### src/rtl/prog_oscillator_if.sv
// Control and status bundle for prog_oscillator.
// master drives the configuration; slave is the oscillator core.
interface prog_oscillator_if #(
  parameter int unsigned CNT_W   = 16,
  parameter int unsigned BURST_W = 8
);
  logic               en;
  logic [1:0]         mode;
  logic [CNT_W-1:0]   high_cnt;
  logic [CNT_W-1:0]   low_cnt;
  logic [BURST_W-1:0] burst_len;
  logic               start;
  logic               out;
  logic               busy;
  logic               period_tick;
  logic               done;

  modport master (
    output en, mode, high_cnt, low_cnt, burst_len, start,
    input  out, busy, period_tick, done
  );

  modport slave (
    input  en, mode, high_cnt, low_cnt, burst_len, start,
    output out, busy, period_tick, done
  );
endinterface

### src/rtl/prog_oscillator.sv
// Synchronous programmable square-wave generator with free-run and N-period burst modes.
// HIGH/LOW lengths are relatched at each HIGH entry so a period never changes shape mid-flight.
module prog_oscillator #(
  parameter int unsigned CNT_W    = 16,
  parameter int unsigned BURST_W  = 8,
  parameter logic        IDLE_LVL = 1'b0
) (
  input  logic               clk,
  input  logic               rst_n,
  prog_oscillator_if.slave   bus
);

  typedef enum logic [1:0] {StIdle, StHigh, StLow} state_e;

  state_e             state_q;
  logic [CNT_W-1:0]   cnt_q;
  logic [CNT_W-1:0]   h_q;
  logic [CNT_W-1:0]   l_q;
  logic [BURST_W-1:0] rem_q;
  logic               burst_q;
  logic               out_q;
  logic               busy_q;
  logic               tick_q;
  logic               done_q;

  logic [CNT_W-1:0]   h_eff;
  logic [CNT_W-1:0]   l_eff;
  logic               launch_free;
  logic               launch_burst;
  logic               zero_burst;

  // Zero-length phases are promoted to one cycle.
  always_comb begin
    h_eff        = (bus.high_cnt == '0) ? CNT_W'(1) : bus.high_cnt;
    l_eff        = (bus.low_cnt == '0) ? CNT_W'(1) : bus.low_cnt;
    launch_free  = bus.en && (bus.mode == 2'b00);
    launch_burst = bus.en && (bus.mode == 2'b01) && bus.start && (bus.burst_len != '0);
    zero_burst   = bus.en && (bus.mode == 2'b01) && bus.start && (bus.burst_len == '0);
  end

  always_ff @(posedge clk or negedge rst_n) begin
    if (!rst_n) begin
      state_q <= StIdle;
      cnt_q   <= '0;
      h_q     <= '0;
      l_q     <= '0;
      rem_q   <= '0;
      burst_q <= 1'b0;
      out_q   <= IDLE_LVL;
      busy_q  <= 1'b0;
      tick_q  <= 1'b0;
      done_q  <= 1'b0;
    end else begin
      tick_q <= 1'b0;
      done_q <= 1'b0;
      if (!bus.en) begin
        // Abort: no done, no tick, burst discarded.
        state_q <= StIdle;
        out_q   <= IDLE_LVL;
        busy_q  <= 1'b0;
      end else begin
        unique case (state_q)
          StIdle: begin
            if (launch_free || launch_burst) begin
              state_q <= StHigh;
              out_q   <= 1'b1;
              busy_q  <= 1'b1;
              burst_q <= bus.mode[0];
              rem_q   <= bus.burst_len;
              h_q     <= h_eff;
              l_q     <= l_eff;
              cnt_q   <= h_eff - CNT_W'(1);
            end else if (zero_burst) begin
              done_q <= 1'b1;
            end
          end
          StHigh: begin
            if (cnt_q == '0) begin
              state_q <= StLow;
              out_q   <= 1'b0;
              cnt_q   <= l_q - CNT_W'(1);
              tick_q  <= (l_q == CNT_W'(1));
            end else begin
              cnt_q <= cnt_q - CNT_W'(1);
            end
          end
          StLow: begin
            if (cnt_q != '0) begin
              cnt_q  <= cnt_q - CNT_W'(1);
              tick_q <= (cnt_q == CNT_W'(1));
            end else if (burst_q && (rem_q == BURST_W'(1))) begin
              state_q <= StIdle;
              out_q   <= IDLE_LVL;
              busy_q  <= 1'b0;
              done_q  <= 1'b1;
              rem_q   <= '0;
            end else begin
              if (burst_q) begin
                rem_q <= rem_q - BURST_W'(1);
              end
              state_q <= StHigh;
              out_q   <= 1'b1;
              h_q     <= h_eff;
              l_q     <= l_eff;
              cnt_q   <= h_eff - CNT_W'(1);
            end
          end
          default: begin
            state_q <= StIdle;
            out_q   <= IDLE_LVL;
            busy_q  <= 1'b0;
          end
        endcase
      end
    end
  end

  assign bus.out         = out_q;
  assign bus.busy        = busy_q;
  assign bus.period_tick = tick_q;
  assign bus.done        = done_q;

endmodule

### src/flat_wrapper.sv
// flat-port wrapper written by rule: the top's interface ports become plain ports
module prog_oscillator_flat 
#(
  parameter int unsigned CNT_W    = 16,
  parameter int unsigned BURST_W  = 8,
  parameter logic        IDLE_LVL = 1'b0
)
  (clk, rst_n, bus_en, bus_mode, bus_high_cnt, bus_low_cnt, bus_burst_len, bus_start, bus_out, bus_busy, bus_period_tick, bus_done);
  prog_oscillator_if #(.CNT_W(CNT_W), .BURST_W(BURST_W)) bus_i ();
  input  logic clk;
  input  logic rst_n;
  input wire logic [$bits(bus_i.en)-1:0] bus_en;
  input wire logic [$bits(bus_i.mode)-1:0] bus_mode;
  input wire logic [$bits(bus_i.high_cnt)-1:0] bus_high_cnt;
  input wire logic [$bits(bus_i.low_cnt)-1:0] bus_low_cnt;
  input wire logic [$bits(bus_i.burst_len)-1:0] bus_burst_len;
  input wire logic [$bits(bus_i.start)-1:0] bus_start;
  output wire logic [$bits(bus_i.out)-1:0] bus_out;
  output wire logic [$bits(bus_i.busy)-1:0] bus_busy;
  output wire logic [$bits(bus_i.period_tick)-1:0] bus_period_tick;
  output wire logic [$bits(bus_i.done)-1:0] bus_done;
  assign bus_i.en = bus_en;
  assign bus_i.mode = bus_mode;
  assign bus_i.high_cnt = bus_high_cnt;
  assign bus_i.low_cnt = bus_low_cnt;
  assign bus_i.burst_len = bus_burst_len;
  assign bus_i.start = bus_start;
  assign bus_out = bus_i.out;
  assign bus_busy = bus_i.busy;
  assign bus_period_tick = bus_i.period_tick;
  assign bus_done = bus_i.done;
  prog_oscillator #(.CNT_W(CNT_W), .BURST_W(BURST_W), .IDLE_LVL(IDLE_LVL)) u_core (.clk(clk), .rst_n(rst_n), .bus(bus_i));
endmodule
### config.mk
export PLATFORM = sky130hd
export DESIGN_NAME = prog_oscillator_flat
export DESIGN_NICKNAME = d
export VERILOG_FILES = /design/src/rtl/prog_oscillator_if.sv /design/src/rtl/prog_oscillator.sv /design/src/flat_wrapper.sv
export SDC_FILE = /design/constraint.sdc
export NUM_CORES = 1
export LEC_CHECK = 0
export ABC_AREA = 1
export BUFFER_PORTS_ARGS = -buffer_cell sky130_fd_sc_hd__buf_2
export CORE_MARGIN = 2
export CORE_UTILIZATION = 30
export DETAILED_ROUTE_END_ITERATION = 8
export GPL_TIMING_DRIVEN = 0
export PLACE_DENSITY_LB_ADDON = 0.12
export SLEW_MARGIN = 25
export SYNTH_ARGS = -nofsm -noshare
export SYNTH_HDL_FRONTEND = slang
export SYNTH_SLANG_ARGS = --single-unit
export TNS_END_PERCENT = 10
### constraint.sdc
create_clock -name clk -period 1.9 [get_ports clk]
set_input_delay 0.095 -clock clk [delete_from_list [all_inputs] [get_ports clk]]
set_output_delay 0.095 -clock clk [all_outputs]
set_load 0.01 [all_outputs]
==> metrics.txt, run 1 <==
status complete, but fails checks; failing checks setup timing; Seq/Total Area, Yosys 29.6%; Cell Pwr Density 1390 nW/um^2; switching share of total power 48.2%; Cells after Synth 624; initial core utilization 30.4%; R2R depth 13; Placer Congestion 0.856; Clock Latency Late Sink 0.31 ns; WS Path Type reg2reg; Net Switching 3500 uW; fmax 513 MHz; Worst Path Required 2.09 ns; Final setup violation count 15; antenna viol nets, final 0; count of maximum capacitance violations 0; clk_skew 0.00521 ns; crit-path most repeated cell buf_6; syn_area_per_cell 6.37 um^2; placed cell area 4440 um^2; number of synthesized register bits 47; port bufs 49; Post-synth EDFFs 0; Iter 0 DRT Violations 271; fin area 5220 um^2; combinational share of power 58.6%; crit-path leading delay family buffers and inverters; share of layout cells above drive strength 1 24.8%; # rows 42; Setup TNS -0.431 ns; routed wire length 12800 um; Cell variety after synth 39; leak pwr 0.00245 uW; power after layout 7270 uW; Overflow after GRT 0; cell depth of the worst setup path 13; Post-Synthesis Cell Area 3970 um^2; min-delay worst type in2reg; CTS Buffer Depth 2; Final Slew Violations 0; relative max-transition margin 57.3%; P&R area growth vs syn 31.4%; Final WS setup -0.0493 ns; overall die height 119 um; Place WS -0.529 ns; Peak VDD IR 0.537 mV; Hold Path Stages 3; final hold viol count 0; TritonRoute pass-1 iters 5; die area 14200 um^2; number of buffers created by CTS 5; CTS tree done; Worst path max stage delay 0.37 ns; Slowest-stage cell, CP dfrtp_1; ant diodes 0; first-pass GRT wire length 20600 um; final net count 779; antenna violations before repair 0; DRC Markers 0; post-DP HPWL 9580 um; Total GRT Usage 18.3%; Final Critical Period 1.95 ns; Worst-Margin Slew 0.641 ns; Post-synth top flop dfrtp_1; Flop pwr share 26.3%; CTS root buffer clkbuf_16; vias in the first global route 4116; Worst Setup End Kind register; I/O pin total 50; Post-synth ARST share 100%; Routed wire per std cell 14.3 um; Die Wd 119 um; WP buf/inv 6; Clock Pin Slew Worst Setup and Hold Paths 0.07 ns; post-synth net total 683; core area 13100 um^2; clk sinks 47; Worst EP arrival 2.14 ns; clock group share of total power 15.1%; yosys warns 0; largest net degree at the start of global routing 48; CP max FO 7; Critical Path Source Type register; H-tree levels 2; crit path cell chain inv_2, ha_4, nand2_4, nor2_4, inv_2, nor2_4, buf_6, buf_6, a21oi_4, nor3_4, buf_6, buf_6, o21ai_0; Final Cycle Share 103%; vias per inst 4.83; via count 4331; P_int 3770 uW; RSZ-0062 raised after global routing true
## layer usage
layer  vias up  wire length (um)  track usage, %  part of all wire [%]
met5         -                 0               0                     0
met3        18               530            2.39                   4.1
met2       100              6030            29.4                    47
met4         0               295            7.51                   2.3
li1       2212                 -               -                     -
met1      2001              5980            24.8                    47
## worst register-to-register path, delay by kind of cell, from the launching register on
family | cells | cell delay, ns
AOI/OAI and AO/OA | 2 | 0.12
adders and majority gates | 1 | 0.16
buffers and inverters | 6 | 0.67
DFF | 1 | 0.37
and+or+nand+nor | 4 | 0.51
## cell families after synthesis
kind of cell    count (synthesis)  share of synthesized area, %
simple gates                  351                          38.2
xor+xnor                       24                          5.29
flops                          47                          29.6
buf+inv                        93                          9.35
compound gates                 96                          13.5
fa+ha+maj                      13                          4.09
## final cells by class
| class | count | area (um^2) |
|---|---|---|
| Fill cell | 1399 | 7860 |
| Inverter | 78 | 294 |
| Tap cell | 176 | 220 |
| Sequential cell | 47 | 1180 |
| Buffer | 15 | 124 |
| Clock buffer | 6 | 139 |
| Clock inverter | 2 | 38.8 |
| Timing Repair Buffer | 89 | 584 |
| Multi-Input combinational cell | 484 | 2640 |
## power by group through the flow
stage                     Sequential [uW]  Combinational [uW]  Clock, uW
after floorplan                      1810                2560          0
after global placement               1900                3480          0
after detailed placement             1900                3480          0
after CTS                            1900                3950       1120
after global routing                 1980                4790       1160
final                                1910                4260       1100
## synth_stat cells, types with 4 or more instances
library cell,number,area [um^2]
inv_1,74,278
clkbuf_1,5,18.8
dfrtp_1,47,1180
nor4_1,5,31.3
xor2_1,19,166
nand2_1,176,661
nand3_1,54,270
nand4_1,16,100
o21ai_1,17,85.1
a21oi_1,24,120
buf_2,6,30.0
nor2_1,81,304
xnor2_1,5,43.8
o22ai_1,6,37.5
nor2_2,4,25.0
nor3_1,7,35.0
o21ai_0,32,160
ha_1,13,163
## cells in the final DEF, fill, tap and decap left out, types with 2 or more instances in the layout
master     count
nor2_4         9
nand4_1       16
nor2_1        68
nand2_2       12
inv_1         70
clkbuf_16      5
o31ai_1        2
nand3_1       50
buf_4         36
o22ai_1        6
a21oi_2        4
o21ai_0       18
clkbuf_4       3
nor2_2         9
nor4_1         5
nor3_1         5
nor3_4         2
nand3_2        4
dfrtp_1       46
buf_2         48
a21oi_1       21
buf_6         12
a21boi_1       3
o21ai_2        5
clkbuf_2       3
o211ai_1       2
ha_2           2
nor3_2         4
nand2_1      164
o21ai_1       28
ha_1          10
xnor2_1        5
inv_2          7
xor2_1        18
nand3_4        2
o21a_1         2
## state kept, by name, indices dropped and copies added, names as in the netlist
| name | flops |
|---|---|
| u_core.burst_q | 1 |
| u_core.bus.busy | 1 |
| u_core.bus.done | 1 |
| u_core.bus.out | 1 |
| u_core.bus.period_tick | 1 |
| u_core.cnt_q | 16 |
| u_core.l_q | 16 |
| u_core.rem_q | 8 |
| u_core.state_q | 2 |
## repair_timing
item / 4_1_cts / 5_1_grt
buffers inserted: 18 / 19
gates cloned: 1 / 1
endpoints found under the hold margin: 47 / 0
setup endpoints to repair: 46 / 43
hold buffers: 1 / 0
gates resized for setup: 50 / 61
pin swaps: 11 / 13
## path summary, 6_finish.rpt
path                       slack [ns]                            to                   startpoint
max                             -0.05   u_core.rem_q[5]$_DFFE_PN0P_  u_core.cnt_q[1]$_DFFE_PN0P_
min                             0.007     u_core.l_q[1]$_DFFE_PN0P_               bus_low_cnt[1]
max reg2reg                     -0.05   u_core.rem_q[5]$_DFFE_PN0P_  u_core.cnt_q[1]$_DFFE_PN0P_
min reg2reg                      0.48    u_core.bus.out$_DFFE_PN0P_   u_core.bus.out$_DFFE_PN0P_
max in group asynchronous        1.09   u_core.cnt_q[3]$_DFFE_PN0P_                        rst_n
min in group asynchronous        0.35  u_core.cnt_q[10]$_DFFE_PN0P_                        rst_n
## through the flow
step	hold WS [ns]	utilization, %	cells
2_1_floorplan	-0.201	-	624
3_3_place_gp	0.326	33.9	849
3_5_place_dp	0.173	33.9	849
4_1_cts	0.00888	37.5	877
5_1_grt	0.0256	39.9	897
6_report	0.00700	39.9	897
Power figures use the tool's default switching activity.
==> run 2, diff against run 1 <==
CORE_MARGIN = 1   (was 2)
SKIP_CTS_REPAIR_TIMING = 1   (was unset)
==> metrics.txt, run 2 (synthesis gave the netlist of run 1 again) <==
status finished, final reports clean; Net Switching 3480 uW; P&R area growth vs syn 28.6%; Worst Setup End Kind register; final net count 769; # rows 41; leak pwr 0.00237 uW; met2 WL 6000 um; crit-path most repeated cell nor2_4; Worst path max stage delay 0.44 ns; P_int 3520 uW; vias per inst 4.83; relative max-transition margin 55.0%; WS Path Type reg2reg; Flop pwr share 27.8%; overall die height 117 um; Setup TNS 0 ns; CTS root buffer clkbuf_16; combinational share of power 59.1%; vias in the first global route 3982; final hold viol count 0; Final setup violation count 0; H-tree levels 2; DRC Markers 0; min-delay worst type in2reg; count of maximum capacitance violations 0; Total GRT Usage 19.3%; Final Cycle Share 100%; Clock Pin Slew Worst Setup and Hold Paths 0.07 ns; RSZ-0062 raised after global routing true; post-DP HPWL 9560 um; largest net degree at the start of global routing 48; CP max FO 10; commonest non-fill, non-tap cells in the layout 161 x nand2_1, 69 x inv_1, 68 x nor2_1, 50 x nand3_1, 49 x buf_2; clk sinks 47; Largest regs u_core.cnt_q x16, u_core.l_q x16, u_core.rem_q x8; CTS tree done; CTS Buffer Depth 2; met3 wire len 455 um; Top Metal Used met4; via count 4268; clock group share of total power 13.1%; crit path cell chain nor2_4, nand2_4, nor2_4, nand2_2, nor2_4, buf_4, nand2_2, nand3_4, buf_8, a21oi_1, o21ai_1, nand2_1; ant diodes 0; Clock Latency Late Sink 0.31 ns; switching share of total power 49.7%; most common cell after layout, fill and taps aside nand2_1; Overflow after GRT 0; Die Wd 117 um; Worst Path Required 2.09 ns; Routed wire per std cell 14.5 um; Critical Path Source Type register; crit-path leading delay family simple AND/OR/NAND/NOR gates; TritonRoute pass-1 iters 4; antenna violations before repair 0; WP buf/inv 2; Slowest-stage cell, CP dfrtp_2; share of layout cells above drive strength 1 24.1%; first-pass GRT wire length 20000 um; Peak VDD IR 0.555 mV; number of buffers created by CTS 5; power after layout 7000 uW; die area 13700 um^2; core area 12800 um^2; Final Slew Violations 0; Cell Pwr Density 1370 nW/um^2; routed wire length 12800 um; I/O pin total 50; port bufs 49; Worst EP arrival 2.09 ns; fmax 526 MHz; Iter 0 DRT Violations 196; clk_skew 0.00574 ns; antenna viol nets, final 0; Final Critical Period 1.90 ns; Worst-Margin Slew 0.675 ns; Placer Congestion 0.856; initial core utilization 31.1%; met1 WL 6110 um
run 2: cell types whose count changed in the layout (fill, tap and decap cells not counted), sizes merged:
cell,delta
bufinv,-1
clkbuf,-3
clkinvlp,+2
inv,-1
buf,-7
run 2: per-layer routing:
metal	vias to the layer above	GRT usage, %
li1	2193	-
met1	1981	26.2
met2	78	31.4
met3	16	3.24
met4	0	5.91
met5	-	0
run 2: power groups by stage:
stage                     Combinational [uW]  Sequential (uW)  Clock (uW)
final                                   4140             1950         918
after detailed placement                3480             1900           0
after global routing                    4610             2020         971
after floorplan                         2560             1810           0
after global placement                  3480             1900           0
after CTS                               3500             1890         949
run 2: path summary, 6_finish.rpt:
path / start / end / slack [ns] / cells past startpoint
max: u_core.cnt_q[10]$_DFFE_PN0P_ / u_core.cnt_q[3]$_DFFE_PN0P_ / 0.0003 / 12
min: bus_low_cnt[11] / u_core.l_q[11]$_DFFE_PN0P_ / 0.02 / 3
max reg2reg: u_core.cnt_q[10]$_DFFE_PN0P_ / u_core.cnt_q[3]$_DFFE_PN0P_ / 0.0003 / 12
min reg2reg: u_core.bus.out$_DFFE_PN0P_ / u_core.bus.out$_DFFE_PN0P_ / 0.49 / 2
max in group asynchronous: rst_n / u_core.state_q[0]$_DFFE_PN0P_ / 1.05 / 2
min in group asynchronous: rst_n / u_core.cnt_q[10]$_DFFE_PN0P_ / 0.35 / 2
run 2: cell type report:
cell class | count | area (um^2)
Inverter | 78 | 299
Buffer | 15 | 144
Multi-Input combinational cell | 484 | 2640
Clock buffer | 6 | 129
Tap cell | 172 | 215
Fill cell | 1369 | 7660
Clock inverter | 2 | 12.5
Sequential cell | 47 | 1180
Timing Repair Buffer | 79 | 495
run 2: stage by stage:
step                      cells  area, um^2  setup slack (ns)  hold slack, ns  util (%)
after floorplan             624        3970             0.141          -0.201         -
after CTS                   853        4580            -0.672          -0.140      35.8
after global routing        883        5110            -0.124          0.0309      40.0
final                       883        5110          0.000342          0.0166      40.0
after detailed placement    845        4440            -0.588           0.188      34.7
after global placement      845        4430            -0.647           0.325      34.7
run 2: worst min-delay path, stage by stage:
cell,delay [ns]
buf_2,0.09
nand2_1,0.04
o21ai_1,0.06
==> run 3, diff against run 2 <==
clock period = 1.6 ns   (was 1.9 ns; I/O delays follow)
==> metrics.txt, run 3 (synthesis gave the netlist of run 1 again) <==
Placer Congestion 0.837; Overflow after GRT 0; most common cell after layout, fill and taps aside nand2_1; GRT Max-Usage Layer met2; Iter 0 DRT Violations 175; share of layout cells above drive strength 1 24.6%; number of buffers created by CTS 5; clk_skew 0.0101 ns; Place WS -0.704 ns; P&R area growth vs syn 30.8%; min-delay worst type in2reg; leak pwr 0.00243 uW; grt met3 use 3.04%; WP buf/inv 3; Critical Path Source Type register; met2 usage 31.1%; vias per inst 4.84; Worst Path Required 1.79 ns; antenna viol nets, final 0; Setup TNS -11.56 ns; Peak VDD IR 0.701 mV; crit-path leading delay family simple AND/OR/NAND/NOR gates; status complete, but fails checks; WHS 0.00861 ns; CTS tree done; Worst EP arrival 2.13 ns; Clock Pin Slew Worst Setup and Hold Paths 0.07 ns; antenna violations before repair 0; largest net degree at the start of global routing 48; Final setup violation count 46; fin cells 882; I/O pin total 50; # rows 41; fmax 516 MHz; H-tree levels 2; Worst Setup End Kind register; WS Path Type reg2reg; Slowest-stage cell, CP dfrtp_1; Largest regs u_core.cnt_q x16, u_core.l_q x16, u_core.rem_q x8; first-pass GRT wire length 20300 um; CTS root buffer clkbuf_16; Routed wire per std cell 14.8 um; post-DP HPWL 9690 um; routed wire length 13100 um; TritonRoute pass-1 iters 7; placed cell area 4460 um^2; final hold viol count 0; CTS Buffer Depth 2; Die Wd 117 um; Worst-Margin Slew 0.658 ns; Total GRT Usage 19.7%; fin area 5200 um^2; crit path cell chain inv_2, ha_4, nand2_2, nor2_4, inv_2, nor2_4, a21oi_2, nor3_4, buf_4, o21ai_0; via count 4269; relative max-transition margin 56.1%; die area 13700 um^2; Clock Latency Late Sink 0.31 ns; Cell Pwr Density 1650 nW/um^2; Final Critical Period 1.94 ns; failing checks setup timing; Final Cycle Share 121%; clk sinks 47; RSZ-0062 raised after global routing true; overall die height 117 um; Worst path max stage delay 0.40 ns; initial core utilization 31.1%; port bufs 49; cell count after placement 845; final net count 768; core area 12800 um^2; Final WS setup -0.339 ns; DRC Markers 0; CP max FO 7; commonest non-fill, non-tap cells in the layout 163 x nand2_1, 69 x inv_1, 66 x nor2_1, 49 x nand3_1, 48 x buf_2; vias in the first global route 3915; GR Util met1 27.0%; Final Slew Violations 0; count of maximum capacitance violations 0; ant diodes 0
run 3: metal layers:
| metal | routed length (um) | vias up |
|---|---|---|
| li1 | - | 2191 |
| met1 | 6200 | 1985 |
| met2 | 6050 | 71 |
| met3 | 439 | 22 |
| met4 | 363 | 0 |
| met5 | 0 | - |
run 3: metrics by stage:
step           utilization, %  total power, uW
2_1_floorplan               -             5230
3_3_place_gp             34.9             6430
3_5_place_dp             34.9             6450
4_1_cts                  36.1             7610
5_1_grt                  40.7             9330
6_report                 40.7             8580
run 3: worst paths after layout:
path,slack (ns),to,from,depth (start not counted)
max in group asynchronous,0.78,u_core.cnt_q[5]$_DFFE_PN0P_,rst_n,2
max,-0.34,u_core.rem_q[6]$_DFFE_PN0P_,u_core.cnt_q[0]$_DFFE_PN0P_,10
max reg2reg,-0.34,u_core.rem_q[6]$_DFFE_PN0P_,u_core.cnt_q[0]$_DFFE_PN0P_,10
min reg2reg,0.49,u_core.bus.out$_DFFE_PN0P_,u_core.bus.out$_DFFE_PN0P_,2
min in group asynchronous,0.34,u_core.cnt_q[11]$_DFFE_PN0P_,rst_n,2
min,0.009,u_core.l_q[9]$_DFFE_PN0P_,bus_low_cnt[9],3
run 3: final cells by class:
| cell class | instances | area, um^2 |
|---|---|---|
| multi-input cells | 484 | 2720 |
| clock buffers | 6 | 129 |
| clock inverters | 2 | 17.5 |
| plain buffers | 15 | 156 |
| well taps | 172 | 215 |
| flip-flops and latches | 47 | 1180 |
| inverters | 78 | 299 |
| repair buffers | 78 | 484 |
| fillers | 1368 | 7580 |
run 3: power breakdown:
| part | leakage (uW) | total [uW] | switching, uW | internal (uW) |
|---|---|---|---|---|
| logic | 0.00178 | 5160 | 3190 | 1970 |
| clock network | 0.0000710 | 1100 | 514 | 587 |
| registers | 0.000573 | 2320 | 567 | 1750 |
| total | 0.00243 | 8580 | 4270 | 4310 |
run 3: worst register-to-register path, stage by stage, from the launching register on:
cell	delay [ns]
dfrtp_1	0.40
inv_2	0.11
ha_4	0.14
nand2_2	0.06
nor2_4	0.10
inv_2	0.06
nor2_4	0.26
a21oi_2	0.12
nor3_4	0.31
buf_4	0.20
o21ai_0	0.07
